[src/rtl/store_pkg.sv]
// Shared types for the store unit: store-size encodings, FSM states and the
// size decode used by both the control path and the lane shifter.
package store_pkg;

    typedef enum logic [1:0] {
        ST_SB = 2'b00,
        ST_SH = 2'b01,
        ST_SW = 2'b10,
        ST_SD = 2'b11
    } store_type_e;

    typedef enum logic [1:0] {
        IDLE,
        BEAT0,
        BEAT1
    } state_e;

    // Access size in bytes: 1, 2, 4 or 8.
    function automatic logic [3:0] size_bytes(input logic [1:0] st);
        return 4'(4'd1 << st);
    endfunction

endpackage

[src/rtl/store_unit_if.sv]
// Request-side and memory-side bundles of the store unit; the unit is the
// slave of the request bundle and the master of the memory bundle.
interface store_req_if #(parameter int XLEN = 32);
    logic            req_valid;
    logic            req_ready;
    logic [1:0]      store_type;
    logic [XLEN-1:0] addr;
    logic [XLEN-1:0] write_data;
    logic            misalign_err;
    logic            done;

    modport master (output req_valid, store_type, addr, write_data,
                    input  req_ready, misalign_err, done);
    modport slave  (input  req_valid, store_type, addr, write_data,
                    output req_ready, misalign_err, done);
endinterface

interface store_mem_if #(parameter int XLEN = 32);
    localparam int BYTES = XLEN / 8;

    logic             mem_valid;
    logic             mem_ready;
    logic [XLEN-1:0]  mem_addr;
    logic [XLEN-1:0]  mem_wdata;
    logic [BYTES-1:0] mem_be;

    modport master (output mem_valid, mem_addr, mem_wdata, mem_be,
                    input  mem_ready);
    modport slave  (input  mem_valid, mem_addr, mem_wdata, mem_be,
                    output mem_ready);
endinterface

[src/rtl/store_lane_shift.sv]
// Combinational lane placement: positions LSB-justified store data and its
// byte enables within the first (beat 0) or overflow (beat 1) memory word.
module store_lane_shift #(
    parameter int XLEN = 32,
    localparam int BYTES = XLEN / 8,
    localparam int OFFW  = $clog2(BYTES)
) (
    input  logic [3:0]       size_i,
    input  logic [OFFW-1:0]  offset_i,
    input  logic [XLEN-1:0]  data_i,
    input  logic             beat_i,
    output logic [XLEN-1:0]  wdata_o,
    output logic [BYTES-1:0] be_o
);
    localparam int SPW = 2 * BYTES;

    logic [SPW-1:0]    span;
    logic [2*XLEN-1:0] shifted;
    logic [XLEN-1:0]   bit_mask;

    // The access is laid out across two adjacent words; beat 1 takes the upper word.
    always_comb begin
        // NOTE: every output and temporary gets a value on every pass, so no latch is inferred.
        bit_mask = '0;
        span     = SPW'((16'd1 << size_i) - 16'd1) << offset_i;
        shifted  = {{XLEN{1'b0}}, data_i} << {offset_i, 3'b000};
        be_o     = beat_i ? span[SPW-1:BYTES] : span[BYTES-1:0];
        for (int i = 0; i < BYTES; i++) begin
            bit_mask[8*i +: 8] = {8{be_o[i]}};
        end
        wdata_o = (beat_i ? shifted[2*XLEN-1:XLEN] : shifted[XLEN-1:0]) & bit_mask;
    end

endmodule

[src/rtl/store_unit.sv]
// Store unit: turns byte/half/word/double stores into one or two lane-aligned
// memory beats. Build option STORE_MISALIGN_SPLIT_EN enables split misaligned stores.
module store_unit
    import store_pkg::*;
#(
    parameter int XLEN = 32
) (
    input  logic         clk,
    input  logic         rst,
    store_req_if.slave   req,
    store_mem_if.master  mem
);
    localparam int BYTES = XLEN / 8;
    localparam int OFFW  = $clog2(BYTES);
    localparam logic [XLEN-1:0] WORD_MASK = ~(XLEN'(BYTES - 1));

    state_e           state_q;
    store_type_e      type_q;
    logic [XLEN-1:0]  addr_q, data_q;
    logic             mem_valid_q, err_q, done_q;
    logic [XLEN-1:0]  mem_addr_q, mem_wdata_q;
    logic [BYTES-1:0] mem_be_q;

    logic             accept, req_illegal, cross_q;
    logic [3:0]       req_size, size_q, sh_size;
    logic [OFFW-1:0]  sh_off;
    logic [XLEN-1:0]  sh_data, sh_wdata;
    logic [BYTES-1:0] sh_be;
    logic             sh_beat;

    always_comb begin
        accept   = req.req_valid && (state_q == IDLE);
        req_size = size_bytes(req.store_type);
        size_q   = size_bytes(type_q);
        cross_q  = (int'(addr_q[OFFW-1:0]) + int'(size_q)) > BYTES;
`ifdef STORE_MISALIGN_SPLIT_EN
        req_illegal = (XLEN == 32) && (req.store_type == ST_SD);
`else
        req_illegal = ((XLEN == 32) && (req.store_type == ST_SD))
                   || ((req.addr[3:0] & (req_size - 4'd1)) != 4'd0);
`endif
        // In IDLE the shifter prepares beat 0 of the incoming request; otherwise beat 1 of the held one.
        sh_beat = (state_q != IDLE);
        sh_size = sh_beat ? size_q : req_size;
        sh_off  = sh_beat ? addr_q[OFFW-1:0] : req.addr[OFFW-1:0];
        sh_data = sh_beat ? data_q : req.write_data;
    end

    store_lane_shift #(.XLEN(XLEN)) u_shift (
        .size_i   (sh_size),
        .offset_i (sh_off),
        .data_i   (sh_data),
        .beat_i   (sh_beat),
        .wdata_o  (sh_wdata),
        .be_o     (sh_be)
    );

    // NOTE: request capture registers carry no reset; they are only read after a load on acceptance.
    always_ff @(posedge clk) begin
        if (accept) begin
            addr_q <= req.addr;
            data_q <= req.write_data;
            type_q <= store_type_e'(req.store_type);
        end
    end

    // NOTE: all sequential state uses non-blocking assignment so every register sees pre-edge values.
    always_ff @(posedge clk) begin
        if (rst) begin
            state_q     <= IDLE;
            mem_valid_q <= 1'b0;
            mem_addr_q  <= '0;
            mem_wdata_q <= '0;
            mem_be_q    <= '0;
            err_q       <= 1'b0;
            done_q      <= 1'b0;
        end else begin
            err_q  <= 1'b0;
            done_q <= 1'b0;
            unique case (state_q)
                IDLE: if (accept) begin
                    if (req_illegal) begin
                        err_q <= 1'b1;
                    end else begin
                        state_q     <= BEAT0;
                        mem_valid_q <= 1'b1;
                        mem_addr_q  <= req.addr & WORD_MASK;
                        mem_wdata_q <= sh_wdata;
                        mem_be_q    <= sh_be;
                    end
                end
                BEAT0: if (mem.mem_ready) begin
                    if (cross_q) begin
                        state_q     <= BEAT1;
                        mem_addr_q  <= (addr_q & WORD_MASK) + XLEN'(BYTES);
                        mem_wdata_q <= sh_wdata;
                        mem_be_q    <= sh_be;
                    end else begin
                        state_q     <= IDLE;
                        mem_valid_q <= 1'b0;
                        done_q      <= 1'b1;
                    end
                end
                BEAT1: if (mem.mem_ready) begin
                    state_q     <= IDLE;
                    mem_valid_q <= 1'b0;
                    done_q      <= 1'b1;
                end
                default: state_q <= IDLE;
            endcase
        end
    end

    assign req.req_ready    = (state_q == IDLE);
    assign req.misalign_err = err_q;
    assign req.done         = done_q;
    assign mem.mem_valid    = mem_valid_q;
    assign mem.mem_addr     = mem_addr_q;
    assign mem.mem_wdata    = mem_wdata_q;
    assign mem.mem_be       = mem_be_q;

endmodule

[src/flat_wrapper.sv]
// flat-port wrapper written by rule: the top's interface ports become plain ports
module store_unit_flat import store_pkg::*;
#(
    parameter int XLEN = 32
)
  (clk, rst, req_req_valid, req_store_type, req_addr, req_write_data, req_req_ready, req_misalign_err, req_done, mem_mem_valid, mem_mem_addr, mem_mem_wdata, mem_mem_be, mem_mem_ready);
  store_req_if #(.XLEN(XLEN)) req_i ();
  store_mem_if #(.XLEN(XLEN)) mem_i ();
  input  logic clk;
  input  logic rst;
  input wire logic [$bits(req_i.req_valid)-1:0] req_req_valid;
  input wire logic [$bits(req_i.store_type)-1:0] req_store_type;
  input wire logic [$bits(req_i.addr)-1:0] req_addr;
  input wire logic [$bits(req_i.write_data)-1:0] req_write_data;
  output wire logic [$bits(req_i.req_ready)-1:0] req_req_ready;
  output wire logic [$bits(req_i.misalign_err)-1:0] req_misalign_err;
  output wire logic [$bits(req_i.done)-1:0] req_done;
  output wire logic [$bits(mem_i.mem_valid)-1:0] mem_mem_valid;
  output wire logic [$bits(mem_i.mem_addr)-1:0] mem_mem_addr;
  output wire logic [$bits(mem_i.mem_wdata)-1:0] mem_mem_wdata;
  output wire logic [$bits(mem_i.mem_be)-1:0] mem_mem_be;
  input wire logic [$bits(mem_i.mem_ready)-1:0] mem_mem_ready;
  assign req_i.req_valid = req_req_valid;
  assign req_i.store_type = req_store_type;
  assign req_i.addr = req_addr;
  assign req_i.write_data = req_write_data;
  assign req_req_ready = req_i.req_ready;
  assign req_misalign_err = req_i.misalign_err;
  assign req_done = req_i.done;
  assign mem_mem_valid = mem_i.mem_valid;
  assign mem_mem_addr = mem_i.mem_addr;
  assign mem_mem_wdata = mem_i.mem_wdata;
  assign mem_mem_be = mem_i.mem_be;
  assign mem_i.mem_ready = mem_mem_ready;
  store_unit #(.XLEN(XLEN)) u_core (.clk(clk), .rst(rst), .req(req_i), .mem(mem_i));
endmodule
[config.mk]
export PLATFORM = sky130hd
export DESIGN_NAME = store_unit_flat
export DESIGN_NICKNAME = d
export VERILOG_FILES = /design/src/rtl/store_pkg.sv /design/src/rtl/store_unit_if.sv /design/src/rtl/store_lane_shift.sv /design/src/rtl/store_unit.sv /design/src/flat_wrapper.sv
export SDC_FILE = /design/constraint.sdc
export NUM_CORES = 1
export LEC_CHECK = 0
export ABC_AREA = 1
export BUFFER_PORTS_ARGS = -buffer_cell sky130_fd_sc_hd__buf_4
export CAP_MARGIN = 20
export CORE_UTILIZATION = 55
export DETAILED_ROUTE_END_ITERATION = 10
export PLACE_DENSITY = 0.81
export SETUP_SLACK_MARGIN = 0.2
export SLEW_MARGIN = 10
export SYNTH_ARGS = -nofsm -noshare
export SYNTH_HDL_FRONTEND = slang
export SYNTH_HIERARCHICAL = 1
export SYNTH_SLANG_ARGS = --single-unit
[constraint.sdc]
create_clock -name clk -period 3.8 [get_ports clk]
set_clock_uncertainty 0.2 [all_clocks]
set_input_delay 0.76 -clock clk [delete_from_list [all_inputs] [get_ports clk]]
set_output_delay 0.76 -clock clk [all_outputs]
set_load 0.05 [all_outputs]
Word level (Yosys, flattened, before mapping) --
Index checks and enable logic that the tools add are counted. W data, S select, Z words.
Word-level totals: register bits 139, latch bits 0, memory bits (writable) 0, ROM bits 0, input port bits 70, output and inout port bits 72, logic and storage cells 81, memories 0
Operators by class: add/subtract/negate cells 4, $mul 0, divide/modulo/power cells 0, order comparisons 1, equal/unequal tests 9, shift operators 5, muxes and demuxes 37, bitwise gates (word level) 4, reductions and logical operators 11
Operators with widths (count):
- $mux W32 | 10
- $pmux W32 S2 | 2
- $shl A32 B5 Y64 | 1
- $add A32 B3 Y32 const B | 1
- $and A32 B32 Y32 | 1
- $gt A32 B4 Y1 const B | 1
- $mux W4 | 6
- $mux W2 | 6
- $mux W1 | 9
- $ne A2 B2 Y1 const B | 4
- $pmux W4 S2 | 1
- $shl A1 B2 Y4 const A | 2
- $shl A1 B4 Y8 const A | 1
- $shl A8 B2 Y8 | 1
- $sub A8 B1 Y8 const B | 1
- $pmux W2 S3 | 1
- $reduce_and A6 Y1 | 1
- $add A2 B4 Y5 | 1
- $reduce_and A5 Y1 | 1
- $and A4 B4 Y4 | 1
- $eq A2 B2 Y1 const B | 2
- $ne A2 B1 Y1 const B | 2
- $reduce_and A4 Y1 | 1
- $reduce_bool A2 Y1 | 2
- other kinds (11) | 12

Longest topological paths before layout --
Gate-level depths: netlist of the first run.
word-level depth 10, gate-level depth with buffers 21, mapped depth without buffers 19

Hierarchy --
The synthesis of the first run kept the hierarchy.
By module, submodules not included:
- store_unit | times used 1, cells an instance 810, area an instance 6413.7 sq um, sequential area each 3403.3 sq um
- store_lane_shift | times used 1, cells an instance 274, area an instance 1410.1 sq um, sequential area each 0.0 sq um

Worst setup path before layout of the first run --
Ideal clock, no wire load.
path kind reg2reg, start point reg u_core.state_q[0], end point reg u_core.addr_q[0], enable pin, library setup time 0.421 ns, data arrival time 2.755 ns, required time 3.179 ns, setup slack 0.424 ns, stages on the path, launching flop included 7, path buffers 2, clock period less this slack 3.376 ns, cells stage by stage dfxtp_1 -> inv_1 -> ha_1 -> buf_2 -> clkbuf_1 -> nand2_1 -> inv_1
Between the ends: cells in the longest elaborated chain, start to end 2
Ends and longest elaborated chain:
- start, declared | line store_unit.sv:17 | state_e state_q;
- start signal, assigned | line store_unit.sv:70 | state_q <= IDLE;
- start signal, assigned | line store_unit.sv:85 | state_q <= BEAT0;
- start signal, assigned | line store_unit.sv:94 | state_q <= BEAT1;
- $logic_not A2 Y1
- via req_req_ready | line flat_wrapper.sv:15 | output wire logic [$bits(req_i.req_ready)-1:0] req_req_ready;
- $logic_and A1 B1 Y1 | line store_unit.sv:32 | accept = req.req_valid && (state_q == IDLE);
- via u_core.accept | line store_unit.sv:24 | logic accept, req_illegal, cross_q;
- end signal, assigned | line store_unit.sv:61 | addr_q <= req.addr;
- end, declared | line store_unit.sv:19 | logic [XLEN-1:0] addr_q, data_q;
The timed path passes the listed nets, and every way through them passes these cells. A chain may end at the register's enable or synchronous reset.

Final worst setup path of the first run --
start point reg u_core.state_q[1], end point reg u_core.mem_be_q[3] (netlist: u_core/mem.mem_be[3])
Between the ends: cells in the longest elaborated chain, start to end 9, elaborated cells between the ends (all ways) 21, classes of those cells add/sub (1); eq/ne (5); shift (2); mux (8); reduce/logical (5)
Ends and longest elaborated chain:
- $reduce_bool A2 Y1 * | line store_unit.sv:43 | sh_beat = (state_q != IDLE);
- $mux W4 * | line store_unit.sv:44 | sh_size = sh_beat ? size_q : req_size;
- via u_core.sh_size[3] | line store_unit.sv:25 | logic [3:0] req_size, size_q, sh_size;
- $shl A1 B4 Y8 * | line store_lane_shift.sv:25 | span = SPW'((16'd1 << size_i) - 16'd1) << offset_i;
- $sub A8 B1 Y8 * | line store_lane_shift.sv:25
- $shl A8 B2 Y8 * | line store_lane_shift.sv:25
- $mux W4 * | line store_lane_shift.sv:27 | be_o = beat_i ? span[SPW-1:BYTES] : span[BYTES-1:0];
- via u_core.sh_be[3] | line store_unit.sv:28 | logic [BYTES-1:0] sh_be;
- $mux W4, on equally long branches | line store_unit.sv:93, store_unit.sv:82
- $mux W4, on equally long branches | line store_unit.sv:92, store_unit.sv:81
- $pmux W4 S2 * | line store_unit.sv:80 | unique case (state_q)
- end signal, assigned | line store_unit.sv:74 | mem_be_q <= '0;
- end signal, assigned | line store_unit.sv:89 | mem_be_q <= sh_be;
- end signal, assigned | line store_unit.sv:97 | mem_be_q <= sh_be;
- end, declared | line store_unit.sv:22 | logic [BYTES-1:0] mem_be_q;
The timed path passes the listed nets; every way through them passes the cells marked *. The select of a mux whose other input is x is not followed.

==> summary.txt, run 1 <==
Status
  – Outcome: complete, no violations

Critical path
  – Required time of the critical path: 3.91 ns
  – CP max-delay cell: o21ai_0
  – Most used cell along the critical path: nand2_1
  – Critical path cell sequence: inv_1, ha_1, inv_2, nand2_1, o21ai_0, nor2_4, nand2_2, ha_1, nand4_1, nand2_1, nand2_2, nand2_1, nand2_1, nand2_4, o211ai_1, nor2_1, nor2_1
  – FF-to-FF Start: u_core/state_q[1]
  – Worst setup EP type: flip-flop
  – CP Buf/Inv Count: 2
  – CP peak stage delay: ~0.49 ns
  – Crit Path Max Fanout: 11
  – Nature of the critical path startpoint: flip-flop
  – Top delay family on crit path: simple AND/OR/NAND/NOR gates
  – Worst EP arrival: approximately 3.3 ns
  – Reg-to-reg setup timing slack: 0.62 ns
  – R2R Path End: u_core/mem.mem_be[3]
  – Worst r2r path cells: 17
  – CP Class: flip-flop to flip-flop

Clock tree
  – Root Driver: clkbuf_16
  – Longest Clk Path Bufs: 2
  – CTS buffer count: 17
  – Clk_lat worst skew: slightly above 0.4 ns
  – Clock-pin slew on the worst setup and hold paths: around 0.060 ns
  – Postcts setup bufs: 0
  – CTS Sinks: 137
  – TritonCTS clock tree: done
  – # H-tree levels: 4
  – CTS hold repair buffers: 0

Place
  – Final HPWL DP: roughly 16000 um
  – Setup Slack @ Placement: around 0.57 ns
  – Cell area after placement: 8840 um2
  – Routability cong.: 0.953
  – I/O Buffers: around 140

Timing
  – Final Setup Violations: 0
  – Worst slew pin tran: ~0.77 ns
  – Fin. Hold Viols: 0
  – Final Slew Violations: 0
  – Relative slew margins: 0.484
  – Setup ws final: a little over 0.6 ns
  – Final worst-path cycle share: 0.836
  – RSZ-0062 raised after global routing: false
  – Setup Total Neg Slack: 0 ns
  – Maximum clock frequency: ~0.31 GHz
  – Fin crit period: approximately 3.2 ns

Floorplanning
  – Rows: between 40 and 50
  – Die height: 121 um
  – Die Area: around 15000 um2
  – Die X: ~120 um
  – Core area: around 14000 um2
  – IO Count: approximately 140
  – Initial Util: 0.564

Routing
  – Drt total wl: about 22000 um
  – Vias per cell: between 5 and 6
  – Post-DRT Antenna Nets: 0
  – Iter 0 DRT Violations: a little over 800
  – Residual DRC count: 0
  – Via count: between 7000 and 8000
  – Avg WL per Cell: 15.6 um
  – Initial DRT Pass Iterations: 6

Global route
  – Pin count of the biggest net entering global routing: 64
  – Number of global-route vias before repair: a little over 7000
  – Initial antenna violation count: 0
  – First-pass GRT wire length: roughly 35000 um
  – All-layer global routing usage: 0.307
  – Grt total ovfl: 0

Synth
  – Mapped Area: approximately 7800 um2
  – Post-Synth XOR/XNOR Area: 0.00336
  – Register area share after synthesis: 0.435
  – Largest family of logic cells by synthesized area: simple AND/OR/NAND/NOR gates
  – Top post-synthesis cells by area: edfxtp_1 (25%), dfxtp_1 (18%), nand2_1 (14%)
  – Top_reg_cell synth: dfxtp_1
  – Mux contribution to synthesized area: 0.0154
  – Post-synthesis compound-gate area fraction: 0.143
  – Synth Warn #: 6
  – Ys async rst share: 0
  – Adder-Cell Fraction of Synth Area: 0.0138
  – Synth top cells by count: nand2_1 (301), nor2_1 (192), o21ai_0 (106)
  – Post-synthesis area per instance: about 7.2 um2
  – Post-synth top area cell: edfxtp_1
  – Synth top area share: 0.253
  – EDFF count, synth: 66
  – Synth Register Bits: between 100 and 150
  – Simple-Gate Fraction of Synth Area: 0.305
  – Post-Syn Instances: between 1000 and 1500
  – Cell with the most instances after synthesis: nand2_1
  – Cell variety after synth: 45

Layout
  – Antenna fix cells: 0
  – Finished layout cell area: 9440 um2
  – Area grow syn2layout: 20.6%
  – Layout cells sized above 1: 0.179
  – Nets: 1278

Worst hold path
  – Hold_sp: u_core/mem.mem_addr[30]
  – Hold depth: 2
  – Worst hold endpoint: u_core/mem.mem_addr[30]
  – Min-delay worst type: flip-flop to flip-flop

Power and ir drop
  – Max VDD drop: 0.650 mV
  – Pwr Density: roughly 1100 nW/um2
  – Power after layout: approximately 9.9 mW
  – Leakage: about 4.3 nW

Run
  – Max_cap viols: 0
## repair_timing
item,CTS,global route
endpoints found under the setup margin,0,1
gates resized for setup,0,2
endpoints found under the hold margin,0,0
## report_power, final
| group | internal (mW) | total (mW) | switching, mW | leakage, nW |
|---|---|---|---|---|
| Sequential | 2.07 | 2.35 | 0.275 | 1.21 |
| Combinational | 1.71 | 5.96 | 4.26 | 2.83 |
| Clock | 0.998 | 1.60 | 0.598 | 0.294 |
| Total | 4.78 | 9.91 | 5.13 | 4.34 |
## worst register-to-register path, cell delays in order (launching register included)
cell and delay, ns:
dfxtp_1 0.34, inv_1 0.08, ha_1 0.32, inv_2 0.18, nand2_1 0.10, o21ai_0 0.49, nor2_4 0.11, nand2_2 0.11
ha_1 0.21, nand4_1 0.16, nand2_1 0.14, nand2_2 0.07, nand2_1 0.08, nand2_1 0.08, nand2_4 0.14, o211ai_1 0.10
nor2_1 0.11, nor2_1 0.05
## sequential cells by signal, indices dropped and copies added (netlist names), 2 cells and up
register / count
u_core/mem.mem_be: 4
u_core/state_q: 2
u_core/type_q: 2
u_core/data_q: 32
u_core/mem.mem_wdata: 32
u_core/addr_q: 32
u_core/mem.mem_addr: 30
## how the worst max path moves through the flow
stage	slack (ns)	startpoint	end	cells past startpoint
floorplan	0.42	u_core/state_q[0]	u_core/addr_q[0]	6
global placement	0.65	req_store_type[0]	u_core/mem.mem_be[3]	14
detailed placement	0.57	u_core/state_q[1]	u_core/mem.mem_be[3]	16
CTS	0.55	u_core/state_q[1]	u_core/mem.mem_be[3]	16
global route	0.28	u_core/state_q[0]	u_core/mem.mem_be[3]	17
finish	0.62	u_core/state_q[1]	u_core/mem.mem_be[3]	17
## metrics by stage
| step | hold slack [ns] | util | instances |
|---|---|---|---|
| 4_1_cts | 0.267 | 0.679 | 1393 |
| 5_1_grt | 0.273 | 0.680 | 1393 |
| 2_1_floorplan | 0.279 | - | 1085 |
| 3_5_place_dp | 0.258 | 0.637 | 1361 |
| 3_3_place_gp | 0.254 | 0.637 | 1361 |
| 6_report | 0.264 | 0.680 | 1393 |
## cell type report
cell class | instances | area, um2
fill | 1251 | 4440
multi-input combinational | 813 | 3780
sequential | 137 | 3400
timing repair buffer | 149 | 1130
clock buffer | 27 | 556
inverter | 82 | 313
tap | 180 | 225
clock inverter | 5 | 27.5
## per-layer routing
metal	GRT usage	part of all wire
met2	0.499	0.47
met4	0.156	0.043
met3	0.0583	0.065
met5	0	0
met1	0.388	0.42
## cell families (layout without fill, tap and decap cells)
kind of cell / after synthesis / after routing
buf+inv: 135 / 263
simple gates: 582 / 582
other cells: 1 / 2
xor+xnor: 3 / 3
fa+ha+maj: 8 / 8
mux: 12 / 12
compound gates: 206 / 206
flops: 137 / 137
## placed cells by master, fill, tap and decap left out, types with 2 or more instances in the layout
| cell type | n |
|---|---|
| o21ai_0 | 105 |
| nor2_1 | 192 |
| nand2_4 | 4 |
| a21oi_2 | 4 |
| nand3_1 | 45 |
| clkbuf_16 | 19 |
| buf_4 | 147 |
| nand3_2 | 2 |
| nor3_1 | 9 |
| nand3b_1 | 3 |
| o21ai_1 | 7 |
| clkinv_2 | 3 |
| nand4_1 | 5 |
| clkbuf_8 | 5 |
| xor2_1 | 3 |
| mux2i_1 | 12 |
| or2_2 | 7 |
| nand2_1 | 301 |
| o31ai_1 | 5 |
| edfxtp_1 | 66 |
| dfxtp_1 | 71 |
| a21oi_1 | 57 |
| inv_1 | 74 |
| inv_2 | 6 |
| nand2_2 | 10 |
| o22ai_1 | 12 |
| a21boi_1 | 8 |
| inv_4 | 2 |
| ha_1 | 7 |
| clkbuf_1 | 3 |
| conb_1 | 2 |
No activity file was read; power rests on OpenSTA's default activity.
==> inputs of run 2 (changes only) <==
--- a/config.mk
+++ b/config.mk
@@ -5,7 +5,7 @@
 export SDC_FILE = /design/constraint.sdc
 export NUM_CORES = 1
 export LEC_CHECK = 0
-export ABC_AREA = 1
+export ABC_AREA = 0
 export BUFFER_PORTS_ARGS = -buffer_cell sky130_fd_sc_hd__buf_4
 export CAP_MARGIN = 20
 export CORE_UTILIZATION = 55
==> constraint.sdc (replaced) <==
create_clock -name clk -period 3 [get_ports clk]
set_clock_uncertainty 0.2 [all_clocks]
set_input_delay 0.6 -clock clk [delete_from_list [all_inputs] [get_ports clk]]
set_output_delay 0.6 -clock clk [all_outputs]
set_load 0.05 [all_outputs]
==> run 2 against run 1 <==
Final cell count decreased by 18%. Final area increased by 7.9%. Synthesized cell count decreased by 28%. Hold slack got worse by 0.10 ns. Combinational power decreased by 27%. Core utilization increased by 8.0 points. Critical path type unchanged. Power decreased by 9.8%. First-iteration DRC count increased by 28%. Via count decreased by 0.26%. Worst setup slack got worse by 0.62 ns.
==> summary.txt, run 2 <==
Timing
  – Final Setup Violations: 0 (unchanged)
  – Worst slew pin tran: 0.644 ns (was 0.766 ns)
  – RSZ-0062 raised after global routing: true (was false)
  – Final Slew Violations: 0 (unchanged)
  – Setup ws final: 0.00440 ns (was 0.622 ns)
  – Maximum clock frequency: 0.334 GHz (was 0.315 GHz)
  – Fin crit period: 3.00 ns (was 3.18 ns)
  – Setup Total Neg Slack: 0 ns (unchanged)
  – Worst hold slack: 0.160 ns (was 0.264 ns)
  – Relative slew margins: 0.569 (was 0.484)
  – Fin. Hold Viols: 0 (unchanged)
  – Final worst-path cycle share: 0.999 (was 0.836)

Layout
  – Nets: 1026 (was 1278)
  – Most frequent cells in the layout: buf_4 (183), a21oi_1 (71), dfxtp_1 (69), edfxtp_1 (66), nand3_1 (55) (was nand2_1 (301), nor2_1 (192), buf_4 (147), o21ai_0 (105), inv_1 (74))
  – Most common cell after layout, fill and taps aside: buf_4 (was nand2_1)
  – Antenna fix cells: 0 (unchanged)
  – Final core utilization: 0.760 (was 0.680)
  – Area grow syn2layout: 32.9% (was 20.6%)
  – Layout cells sized above 1: 0.380 (was 0.179)

Power and ir drop
  – Max VDD drop: 0.512 mV (was 0.650 mV)
  – Leakage: 3.93 nW (was 4.34 nW)
  – Pwr Density: 878 nW/um2 (was 1050 nW/um2)

Routing
  – Post-DRT Antenna Nets: 0 (unchanged)
  – Initial DRT Pass Iterations: 6 (unchanged)
  – Iter 0 DRT Violations: 1041 (was 816)
  – Avg WL per Cell: 21.7 um (was 15.6 um)
  – Vias per cell: 6.66 (was 5.45)
  – Via count: 7572 (was 7592)
  – Residual DRC count: 0 (unchanged)
  – Drt total wl: 24600 um (was 21700 um)

Synth
  – Cell variety after synth: 77 (was 45)
  – Adder-Cell Fraction of Synth Area: 0.0140 (was 0.0138)
  – Largest family of logic cells by synthesized area: compound AO/OA/AOI/OAI gates (was simple AND/OR/NAND/NOR gates)
  – Register area share after synthesis: 0.444 (was 0.435)
  – Top post-synthesis cells by area: edfxtp_1 (26%), dfxtp_1 (19%), mux2_2 (7.3%) (was edfxtp_1 (25%), dfxtp_1 (18%), nand2_1 (14%))
  – Post-synthesis compound-gate area fraction: 0.219 (was 0.143)
  – Cell with the most instances after synthesis: a21oi_1 (was nand2_1)
  – Top_reg_cell synth: dfxtp_1 (unchanged)
  – Mapped Area: 7660 um2 (was 7820 um2)
  – Synth top area share: 0.259 (was 0.253)
  – Synth Register Bits: 137 (unchanged)
  – Synth top cells by count: a21oi_1 (77), dfxtp_1 (71), edfxtp_1 (66) (was nand2_1 (301), nor2_1 (192), o21ai_0 (106))
  – Post-synth top area cell: edfxtp_1 (unchanged)
  – Simple-Gate Fraction of Synth Area: 0.161 (was 0.305)
  – Synth Warn #: 6 (unchanged)
  – Post-Syn Instances: 784 (was 1084)
  – Ys async rst share: 0 (unchanged)
  – Post-Synth XOR/XNOR Area: 0.0194 (was 0.00336)
  – EDFF count, synth: 66 (unchanged)
  – Mux contribution to synthesized area: 0.0918 (was 0.0154)
  – Post-synthesis area per instance: 9.77 um2 (was 7.22 um2)

Critical path
  – Worst setup EP type: flip-flop (unchanged)
  – CP peak stage delay: 0.34 ns (was 0.49 ns)
  – Top delay family on crit path: simple AND/OR/NAND/NOR gates (unchanged)
  – Crit Path Max Fanout: 5 (was 11)
  – Nature of the critical path startpoint: flip-flop (unchanged)
  – Critical path cell sequence: inv_2, ha_4, buf_6, nand3b_1, o21ai_2, inv_1, nand3_1, ha_4, or3_4, a211oi_4, buf_6, o32ai_2, nor3_1, nand3_1, a21oi_1 (was inv_1, ha_1, inv_2, nand2_1, o21ai_0, nor2_4, nand2_2, ha_1, nand4_1, nand2_1, nand2_2, nand2_1, nand2_1, nand2_4, o211ai_1, nor2_1, nor2_1)
  – CP max-delay cell: dfxtp_2 (was o21ai_0)
  – CP Buf/Inv Count: 4 (was 2)
  – FF-to-FF Start: u_core/state_q[0] (was u_core/state_q[1])
  – Crit path launch: u_core/state_q[0] (was u_core/state_q[1])
  – CP Class: flip-flop to flip-flop (unchanged)
  – Required time of the critical path: 3.15 ns (was 3.91 ns)
  – Worst EP arrival: 3.15 ns (was 3.29 ns)

Global route
  – Initial antenna violation count: 0 (unchanged)
  – Grt total ovfl: 0 (unchanged)
  – Pin count of the biggest net entering global routing: 50 (was 64)
  – Number of global-route vias before repair: 7091 (was 7157)
  – First-pass GRT wire length: 37000 um (was 34800 um)
  – All-layer global routing usage: 0.332 (was 0.307)

Worst hold path
  – Min-delay worst type: primary input to flip-flop (was flip-flop to flip-flop)
  – Hold_sp: req_addr[8] (was u_core/mem.mem_addr[30])

Clock tree
  – Clk_lat worst skew: 0.42 ns (was 0.41 ns)
  – TritonCTS clock tree: done (unchanged)
  – CTS buffer count: 17 (unchanged)
  – # H-tree levels: 4 (unchanged)
  – Clock-pin slew on the worst setup and hold paths: 0.06 ns (about the same)
  – Root Driver: clkbuf_16 (unchanged)
  – CTS Sinks: 137 (unchanged)
  – Longest Clk Path Bufs: 2 (unchanged)

Place
  – I/O Buffers: 139 (unchanged)
  – Setup Slack @ Placement: -0.146 ns (was 0.569 ns)
  – Routability cong.: 0.949 (was 0.953)
  – Final HPWL DP: 15600 um (was 15500 um)

Run
  – Max_cap viols: 0 (unchanged)

Floorplanning
  – Initial Util: 0.572 (was 0.564)
  – Die height: 120 um (was 121 um)
  – Die X: 120 um (was 121 um)
  – IO Count: 142 (unchanged)
  – Die Area: 14400 um2 (was 14700 um2)
  – Rows: 42 (was 43)
  – Core area: 13400 um2 (was 13900 um2)

Status
  – Outcome: complete, no violations (unchanged)
## run 2: area by class of cell
cell class / instances / area, um2
clock buffers: 19 / 453
inverters: 24 / 90.1
fillers: 879 / 3220
flip-flops and latches: 137 / 3410
repair buffers: 201 / 1710
well taps: 176 / 220
clock inverters: 13 / 139
multi-input cells: 567 / 4170
## run 2: per-stage QoR
stage	instance area, um2	total power [mW]	instances
2_1_floorplan	7750	5.05	785
3_3_place_gp	9070	6.06	1080
3_5_place_dp	9070	6.16	1080
4_1_cts	9970	8.56	1130
5_1_grt	10200	9.24	1137
6_report	10200	8.94	1137
## run 2: per-layer routing
layer	GRT usage	share of wire	vias up
met3	0.0632	0.091	121
met5	0	0	-
met2	0.551	0.49	533
met1	0.403	0.37	3610
met4	0.189	0.050	0
li1	-	-	3308
## run 2: final timing paths
check | endpoint | slack, ns | cells after the start
min reg2reg | u_core/mem.mem_wdata[14] | 0.27 | 2
min | u_core/addr_q[8] | 0.16 | 1
max | u_core/mem.mem_wdata[22] | 0.004 | 15
max reg2reg | u_core/mem.mem_wdata[22] | 0.004 | 15
## run 2: what timing repair did
item | CTS | global route
pin swaps | 9 | 20
setup endpoints to repair | 63 | 50
cloned | 3 | 6
hold endpoints to repair | 0 | 0
hold buffers | 0 | 0
gates resized for setup | 36 | 34
setup buffers | 15 | 1
## run 2: where the power goes
part | switching (mW) | total [mW] | internal, mW
clock | 0.829 | 2.10 | 1.27
combinational | 2.71 | 4.36 | 1.65
sequential | 0.192 | 2.48 | 2.29
## run 2: cell families after synthesis
| kind of cell | after synthesis |
|---|---|
| AO/OA/AOI/OAI | 243 |
| XOR/XNOR | 17 |
| adder cells (fa/ha/maj) | 8 |
| buffers and inverters | 84 |
| flip-flops | 137 |
| multiplexers | 64 |
| other | 1 |
| AND/OR/NAND/NOR | 230 |
